**src/rtl/rgb_pkg.sv**
```systemverilog
// rtl/rgb_pkg.sv - shared widths and colour slice positions for the RGB pipeline
package rgb_pkg;

  localparam int PWM_W = 8;

  localparam int R_MSB = 23;
  localparam int R_LSB = 16;
  localparam int G_MSB = 15;
  localparam int G_LSB = 8;
  localparam int B_MSB = 7;
  localparam int B_LSB = 0;

  localparam logic [PWM_W-1:0] PWM_MAX = 8'hFF;

endpackage

```
**src/rtl/pwm_channel.sv**
```systemverilog
// rtl/pwm_channel.sv - one colour channel: shadow duty register, compare and registered pin
module pwm_channel
  import rgb_pkg::*;
(
  input  logic             clk,
  input  logic             rst_n,
  input  logic             enable,
  input  logic             load,
  input  logic [PWM_W-1:0] duty_in,
  input  logic [PWM_W-1:0] pwm_cnt,
  output logic             led
);

  logic [PWM_W-1:0] duty_q, duty_d;
  logic             led_q, led_d;

  // Transparent while idle so a freshly enabled period already holds the current colour.
  always_comb begin
    duty_d = duty_q;
    if (!enable || load) begin
      duty_d = duty_in;
    end
    led_d = enable && (pwm_cnt < duty_q);
  end

  always_ff @(posedge clk or negedge rst_n) begin
    if (!rst_n) begin
      duty_q <= '0;
      led_q  <= 1'b0;
    end else begin
      duty_q <= duty_d;
      led_q  <= led_d;
    end
  end

  assign led = led_q;

endmodule

```
**src/rtl/rgb_pwm_driver.sv**
```systemverilog
// rtl/rgb_pwm_driver.sv - three-channel 8-bit PWM LED driver with prescaler and period-aligned duty updates
module rgb_pwm_driver
  import rgb_pkg::*;
#(
  parameter int CLK_DIV = 1
) (
  input  logic        clk,
  input  logic        rst_n,
  input  logic        enable,
  input  logic [23:0] rgb,
  output logic        led_r,
  output logic        led_g,
  output logic        led_b,
  output logic        period_start
);

  localparam int PS_W = (CLK_DIV > 1) ? $clog2(CLK_DIV) : 1;
  localparam logic [PS_W-1:0] PS_LAST = PS_W'(CLK_DIV - 1);

  logic [PS_W-1:0]  presc_q, presc_d;
  logic [PWM_W-1:0] cnt_q, cnt_d;
  logic             period_start_q, period_start_d;
  logic             tick;
  logic             wrap;

  assign tick = (presc_q == PS_LAST);
  assign wrap = enable && tick && (cnt_q == PWM_MAX);

  // Disabling parks both counters at zero so re-enable always starts a full period.
  always_comb begin
    presc_d        = presc_q;
    cnt_d          = cnt_q;
    period_start_d = wrap;
    if (!enable) begin
      presc_d = '0;
      cnt_d   = '0;
    end else if (tick) begin
      presc_d = '0;
      cnt_d   = cnt_q + PWM_W'(1);
    end else begin
      presc_d = presc_q + PS_W'(1);
    end
  end

  always_ff @(posedge clk or negedge rst_n) begin
    if (!rst_n) begin
      presc_q        <= '0;
      cnt_q          <= '0;
      period_start_q <= 1'b0;
    end else begin
      presc_q        <= presc_d;
      cnt_q          <= cnt_d;
      period_start_q <= period_start_d;
    end
  end

  assign period_start = period_start_q;

  pwm_channel u_ch_r (
    .clk     (clk),
    .rst_n   (rst_n),
    .enable  (enable),
    .load    (wrap),
    .duty_in (rgb[R_MSB:R_LSB]),
    .pwm_cnt (cnt_q),
    .led     (led_r)
  );

  pwm_channel u_ch_g (
    .clk     (clk),
    .rst_n   (rst_n),
    .enable  (enable),
    .load    (wrap),
    .duty_in (rgb[G_MSB:G_LSB]),
    .pwm_cnt (cnt_q),
    .led     (led_g)
  );

  pwm_channel u_ch_b (
    .clk     (clk),
    .rst_n   (rst_n),
    .enable  (enable),
    .load    (wrap),
    .duty_in (rgb[B_MSB:B_LSB]),
    .pwm_cnt (cnt_q),
    .led     (led_b)
  );

endmodule

```
**config.mk**
```make
export PLATFORM = sky130hd
export DESIGN_NAME = rgb_pwm_driver
export DESIGN_NICKNAME = d
export VERILOG_FILES = /design/src/rtl/rgb_pkg.sv /design/src/rtl/pwm_channel.sv /design/src/rtl/rgb_pwm_driver.sv
export SDC_FILE = /design/constraint.sdc
export NUM_CORES = 1
export LEC_CHECK = 0
export ABC_AREA = 0
export CAP_MARGIN = 5
export CORE_UTILIZATION = 25
export DETAILED_ROUTE_END_ITERATION = 8
export GPL_TIMING_DRIVEN = 0
export PLACE_DENSITY_LB_ADDON = 0.2
export SLEW_MARGIN = 25
export SYNTH_ARGS = -nofsm -noshare
export SYNTH_HDL_FRONTEND = slang
export SYNTH_SLANG_ARGS = --single-unit
```
**constraint.sdc**
```tcl
create_clock -name clk -period 3 [get_ports clk]
set_clock_uncertainty 0.2 [all_clocks]
set_input_delay 0.6 -clock clk [delete_from_list [all_inputs] [get_ports clk]]
set_output_delay 0.6 -clock clk [all_outputs]
set_load 0.01 [all_outputs]
```
# == Word level (Yosys, flattened, before mapping) ==
# Index checks and enable logic that the tools add are counted.
# word_totals
input_bits,27
out_inout_bits,4
elab_cells,28
register_bits,37
# classes
reduce_logical,7
bitwise_logic,1
muxes,4
n_lt_le_gt_ge,3
n_addsub,2
eq_ne,2
# op_table
cell,count
$lt A8 B8 Y1,3
$mux W8,2
$add A8 B1 Y8 const B,1
$eq A8 B8 Y1 const B,1
$logic_and A1 B1 Y1,5
$mux W1,2
$ne A2 B2 Y1 const B,1
$add A1 B1 Y1 const B,1
$logic_not A1 Y1,1
$logic_or A1 B1 Y1,1
$not A1 Y1,1

# == Depth between registers and ports, before layout ==
# Gate-level depths: netlist of run 1.
# depth
depth_word,4
mapped_depth,5

# == Cells and area by module ==
# A second synthesis of run 1 with hierarchy kept.
# unflattened
cells_unflattened,191
area_unflattened_um2,1989.4
# by_module_without_submodules
mod,n_inst,cells_per_inst,seq_area_each_um2,area_each_um2
pwm_channel,3,52,225.2,531.8
rgb_pwm_driver,1,35,225.2,394.1

# == Worst setup path before layout of run 1 ==
# Ideal clock, no wire load.
# synth_timing
kind,reg-to-reg
from,register cnt_q[0]
to,register u_ch_b.duty_q[7]
setup_ns,0.125
path_buffers,1
arrival_time_ns,1.471
period_less_slack_ns,1.795
slack_ns,1.205
path_stages_with_launch,6
path_cell_list,dfrtp_1 -> ha_1 -> nand3_1 -> o21ai_4 -> buf_6 -> mux2_2
# synth_between
elab_chain_len,3
# synth_lines
item,line,rtl
"start, declared",rgb_pwm_driver.sv:21,"logic [PWM_W-1:0] cnt_q, cnt_d;"
"start signal, assigned",rgb_pwm_driver.sv:52,cnt_q <= cnt_d;
$eq A8 B8 Y1,rgb_pwm_driver.sv:27,assign wrap = enable && tick && (cnt_q == PWM_MAX);
$logic_and A1 B1 Y1,rgb_pwm_driver.sv:27,
$logic_or A1 B1 Y1,pwm_channel.sv:20,if (!enable || load) begin
"end signal, assigned",pwm_channel.sv:31,duty_q <= duty_d;
"end, declared",pwm_channel.sv:14,"logic [PWM_W-1:0] duty_q, duty_d;"
# Every way passes these cells.
# A chain may end at the register's enable or synchronous reset.

# == Worst setup path in the final report of run 1 ==
# layout_timing
from,register cnt_q[0]
to,register u_ch_b.duty_q[3]
# Same word-level chain as after synthesis.

==> out/metrics.yaml, run 1 <==
status:
  status: "completed"
clock_network:
  cts_hold_buf: 0
  cts_resized: 0
  cts_buffers: 5
  clock-sinks: 36
  postCtsSetupBuffers: 0
  clockBufferDepth: 2
  cts_tree: "done"
  htree_levels: 2
  path_clk_slew_ns: 0.07
  clk_latency_ns: 0.29
  cts-root-buf: "clkbuf_8"
sta:
  timing.slew.headroom: 0.675
  fmax_mhz: 485
  drv_slew: 0
  tightest_slew_ns: 0.488
  rsz0062_at_grt: "false"
  finalWorstSetupSlack_ns: 0.940
  fin_crit_ns: 2.06
  finalHoldViolCount: 0
  period_share: 0.687
  finalSetupViolations: 0
  tns_ns: 0
power:
  ir_drop_uv: 114
  power_density_nw_per_um2: 439
  total_power_mw: 1.06
  p_leak_nw: 1.11
critical_path:
  reg2reg_to: "u_ch_b.duty_q[3]"
  crit_path_max_fanout: 10
  regToRegSetupSlack_ns: 0.94
  crit_type: "flip-flop to flip-flop"
  cp.arrival_ns: 2.04
  rr_worst_depth: 5
  end_kind: "flip-flop"
  r2r-start: "cnt_q[0]"
  startpoint_type: "flip-flop"
  required_ns: 2.98
job:
  drv_cap: 0
yosys:
  synth_top_family_by_area: "adder cells"
  synth-main-ff-cell: "dfrtp_1"
  synthArstFlopShare: 1.00
  ys_types: 25
  synthXorXnorAreaFrac: 0.0139
  synth_seq_area_share: 0.477
  syn_area_sq_um: 1890
  yosysTopAreaCellShare: 0.477
  synth_fp_nets: 206
  synthMuxAreaShare: 0.143
  yosysTopAreaCell: "dfrtp_1"
  synth_compound_area_frac: 0.0960
  syn_inst: 157
  synth-edff-count: 0
  synth_warnings: 0
  synth.avg_cell_area_sq_um: 12.0
  yosys_register_bits: 36
  synth_fa_ha_area_frac: 0.146
  synth_common_cells: "36 x dfrtp_1, 23 x mux2_2, 22 x ha_1, 22 x inv_1"
  yosysMostFrequentCell: "dfrtp_1"
  synth_area_leaders: "dfrtp_1 48%, ha_1 15%, mux2_2 14%"
  synthSimpleGateAreaFrac: 0.0669
floorplanning:
  core-area_sq_um: 7290
  pin_count: 31
  die-area_sq_um: 7910
  rows: 31
  die_x_um: 88.9
  initial_utilization: 0.259
  die_height_um: 88.9
route:
  drcViolationCount: 0
  vias: 1264
  routed_wl_um: 3800
  avgRoutedWirePerCell_um: 12.9
  drt_iter0_markers: 23
  avgViaCountPerCell: 4.28
  ant_nets: 0
  dr.pass1.iters: 4
placed_design:
  dp_cells: 287
  dpl_worst_slack_ns: 0.713
  place_area_sq_um: 2330
  io_buffers: 30
  place_congestion: 0.707
  dpl.hpwl_um: 2870
grt:
  grt_max_degree: 24
  antenna_found_initial: 0
  grt_pass1_vias: 1307
  globalRouteOverflowTotal: 0
  grt_pass1_wl_um: 6380
  track_usage: 0.110
finish:
  fin_cells: 295
  fillers: 776
  final_area_sq_um: 2420
  drive_gt1_frac: 0.179
  synthToLayoutAreaGrowth_pct: 28.0
  nets: 244
  diodes: 0
min_path:
  min_path_type: "input pin to asynchronous set/reset pin"
-- cell type report --
class	count	area [sq um]	area share
Inverter	22	82.6	0.0341
Clock buffer	8	90.1	0.0372
Sequential cell	36	901	0.372
Tap cell	99	124	0.0512
Timing Repair Buffer	31	315	0.130
Buffer	3	26.3	0.0109
Multi-Input combinational cell	96	880	0.364
-- sequential cells by signal (all words and copies together), names as in the netlist --
| register | flops |
|---|---|
| u_ch_b.led | 1 |
| u_ch_r.duty_q | 8 |
| period_start | 1 |
| u_ch_b.duty_q | 8 |
| cnt_q | 8 |
| u_ch_g.led | 1 |
| u_ch_g.duty_q | 8 |
| u_ch_r.led | 1 |
-- logic make-up (layout without fill, tap and decap cells) --
logic type               after synthesis  count (layout)
adder cells (fa/ha/maj)               22              22
buffers and inverters                 25              64
AND/OR/NAND/NOR                       22              22
XOR/XNOR                               3               3
flip-flops                            36              36
AO/OA/AOI/OAI                         25              25
multiplexers                          24              24
-- layer usage --
| layer | track usage | wire length (um) |
|---|---|---|
| met5 | 0 | 0 |
| met4 | 0.0390 | 74 |
| met3 | 0.0369 | 201 |
| met2 | 0.173 | 1650 |
| met1 | 0.142 | 1880 |
-- layout by cell type, fill, tap and decap left out, drive strengths merged --
cell type	n
nor2	4
a21oi	6
o2111a	3
and2	1
nor3	1
nor2b	3
nand2	2
nor3b	3
inv	22
a211oi	3
o211ai	3
clkbuf	9
ha	22
xnor2	1
a2111oi	3
nand3	4
o21ai	7
clkdlybuf4s50	29
or3	3
mux2	24
buf	4
dfrtp	36
nand4	1
xor2	2
-- worst max path at each step --
stage | from | slack [ns] | end
global route | cnt_q[3] | 0.73 | u_ch_b.led
CTS | cnt_q[0] | 0.92 | u_ch_g.duty_q[7]
global placement | rst_n | 0.22 | u_ch_r.duty_q[5]
finish | cnt_q[0] | 0.94 | u_ch_b.duty_q[3]
detailed placement | enable | 0.71 | u_ch_b.led
floorplan | cnt_q[0] | 1.20 | u_ch_b.duty_q[7]
-- power breakdown --
| group | total (mW) | switching (mW) | internal, mW |
|---|---|---|---|
| Combinational | 0.159 | 0.0634 | 0.0953 |
| Clock | 0.356 | 0.169 | 0.187 |
| Sequential | 0.547 | 0.0234 | 0.523 |
-- stage by stage --
stage                     hold WS [ns]   util
after floorplan                  0.104      -
after global placement           0.276  0.317
after detailed placement         0.281  0.319
after CTS                      0.00445  0.332
after global routing            0.0189  0.332
final                          0.00490  0.332
-- worst max-delay path, stage by stage (launching register included) --
cell	delay (ns)
dfrtp_1	0.48
ha_1	0.29
nand3_1	0.16
o21ai_4	0.28
buf_6	0.20
mux2_2	0.34
No activity file was read; power rests on OpenSTA's default activity.
==> run 2, diff against run 1 <==
==> constraint.sdc (replaced) <==
create_clock -name clk -period 1.8 [get_ports clk]
set_clock_uncertainty 0.2 [all_clocks]
set_input_delay 0.36 -clock clk [delete_from_list [all_inputs] [get_ports clk]]
set_output_delay 0.36 -clock clk [all_outputs]
set_load 0.01 [all_outputs]
==> out/metrics.yaml, run 2 (synthesis results as in run 1) <==
status:
  status: "completed"
grt:
  globalRouteOverflowTotal: 0
  grt_pass1_wl_um: 6780
  antenna_found_initial: 0
  grt_max_degree: 24
  grt_pass1_vias: 1369
  track_usage: 0.118
floorplanning:
  die_height_um: 88.9
  die-area_sq_um: 7910
  initial_utilization: 0.259
  rows: 31
  die_x_um: 88.9
  core-area_sq_um: 7290
  pin_count: 31
finish:
  drive_gt1_frac: 0.288
  layout_common_cells: "29 x dfrtp_1, 29 x clkdlybuf4s50_1, 22 x inv_1, 21 x ha_1, 19 x mux2_4"
  fillers: 761
  diodes: 0
  final_core_util: 0.365
  final_area_sq_um: 2660
  synthToLayoutAreaGrowth_pct: 40.9
  nets: 256
route:
  drt_iter0_markers: 27
  avgRoutedWirePerCell_um: 13.8
  routed-wl-met3_um: 168
  ant_nets: 0
  drcViolationCount: 0
  routed_wl_um: 4250
  dr.pass1.iters: 2
  met2WireLength_um: 1870
  vias: 1347
  avgViaCountPerCell: 4.39
  drt-met1-wl_um: 2140
  top_layer: "met4"
clock_network:
  cts_buffers: 5
  clk_latency_ns: 0.29
  htree_levels: 2
  clockBufferDepth: 2
  cts-root-buf: "clkbuf_8"
  path_clk_slew_ns: 0.07
  cts_tree: "done"
  clock-sinks: 36
placed_design:
  dpl_worst_slack_ns: -0.268
  io_buffers: 30
  dpl.hpwl_um: 2870
  place_area_sq_um: 2330
  place_congestion: 0.707
critical_path:
  reg2reg_to: "u_ch_b.led"
  regToRegSetupSlack_ns: 0.02
  end_kind: "flip-flop"
  crit_path_end: "u_ch_b.led"
  crit_path_max_fanout: 7
  cp.arrival_ns: 1.76
  rr_worst_depth: 4
  critPathMaxStageDelay_ns: 0.47
  critPathLaunch: "cnt_q[3]"
  path_cells: "ha_1, a211oi_2, o21ai_1, a2111oi_2"
  crit_type: "flip-flop to flip-flop"
  r2r-start: "cnt_q[3]"
  required_ns: 1.78
  startpoint_type: "flip-flop"
  critical_path.slowest_cell: "dfrtp_2"
sta:
  period_share: 0.988
  tns_ns: 0
  timing.slew.headroom: 0.627
  finalHoldViolCount: 0
  fin_crit_ns: 1.78
  finalWorstSetupSlack_ns: 0.0218
  drv_slew: 0
  rsz0062_at_grt: "true"
  finalSetupViolations: 0
  fmax_mhz: 562
  tightest_slew_ns: 0.560
power:
  pwr-share-clk: 0.325
  p_comb_frac: 0.184
  p_sw_mw: 0.459
  p_leak_nw: 1.26
  p_sw_frac: 0.248
  intPower_mw: 1.39
  ir_drop_uv: 198
  total_power_mw: 1.85
  power_density_nw_per_um2: 697
  p_seq_frac: 0.490
min_path:
  min_path_type: "input pin to asynchronous set/reset pin"
job:
  drv_cap: 0
-- run 2: cell types whose count changed in the layout (fill, tap and decap cells not counted), sizes merged --
cell         previous run  this run
buf                     4        15
dlygate4sd3             0         1
-- run 2: worst max-delay path: cells and delay by family (launching register included) --
kind,cells,cell delay (ns)
compound gates,3,0.66
fa+ha+maj,1,0.34
flops,1,0.47
-- run 2: area by class of cell --
type                    count  area, sq um  share of cell area
well taps                  99          124              0.0465
repair buffers             43          430               0.162
plain buffers               3         33.8              0.0127
multi-input cells          96          991               0.372
flip-flops and latches     36          910               0.342
clock buffers               8         90.1              0.0339
inverters                  22         82.6              0.0310
-- run 2: what timing repair did --
action | in CTS | in global routing
hold buffers | 1 | 0
setup endpoints to repair | 27 | 27
pin swaps | 5 | 1
buffers inserted | 7 | 2
gates resized for setup | 20 | 30
cloned | 2 | 0
endpoints found under the hold margin | 13 | 0
-- run 2: metrics by stage --
stage / hold WS [ns] / instances
after floorplan: -0.136 / 157
after global placement: 0.276 / 286
after detailed placement: 0.0832 / 287
after CTS: 0.299 / 305
after global routing: 0.328 / 307
final: 0.311 / 307
-- run 2: power by group through the flow --
stage                     Sequential [mW]  Combinational, mW  Clock [mW]
after global placement              0.927              0.265           0
final                               0.909              0.342       0.603
after detailed placement            0.928              0.272           0
after global routing                0.918              0.380       0.663
after CTS                           0.907              0.306       0.631
after floorplan                     0.916              0.152           0
-- run 2: routing by layer --
metal | track usage | up-vias
met5 | 0 | -
met4 | 0.0390 | 0
met3 | 0.0369 | 6
met1 | 0.155 | 662
met2 | 0.185 | 24
li1 | - | 655
-- run 2: worst min path at each step --
| stage | startpoint | slack [ns] | endpoint | cells after the start |
|---|---|---|---|---|
| CTS | u_ch_g.duty_q[2] | 0.30 | u_ch_g.duty_q[2] | 1 |
| global route | u_ch_g.duty_q[2] | 0.33 | u_ch_g.duty_q[2] | 1 |
| floorplan | rst_n | -0.14 | cnt_q[0] | 0 |
| finish | rst_n | 0.31 | u_ch_b.duty_q[0] | 2 |
| global placement | u_ch_g.duty_q[2] | 0.28 | u_ch_g.duty_q[2] | 1 |
| detailed placement | rst_n | 0.08 | u_ch_b.duty_q[6] | 1 |
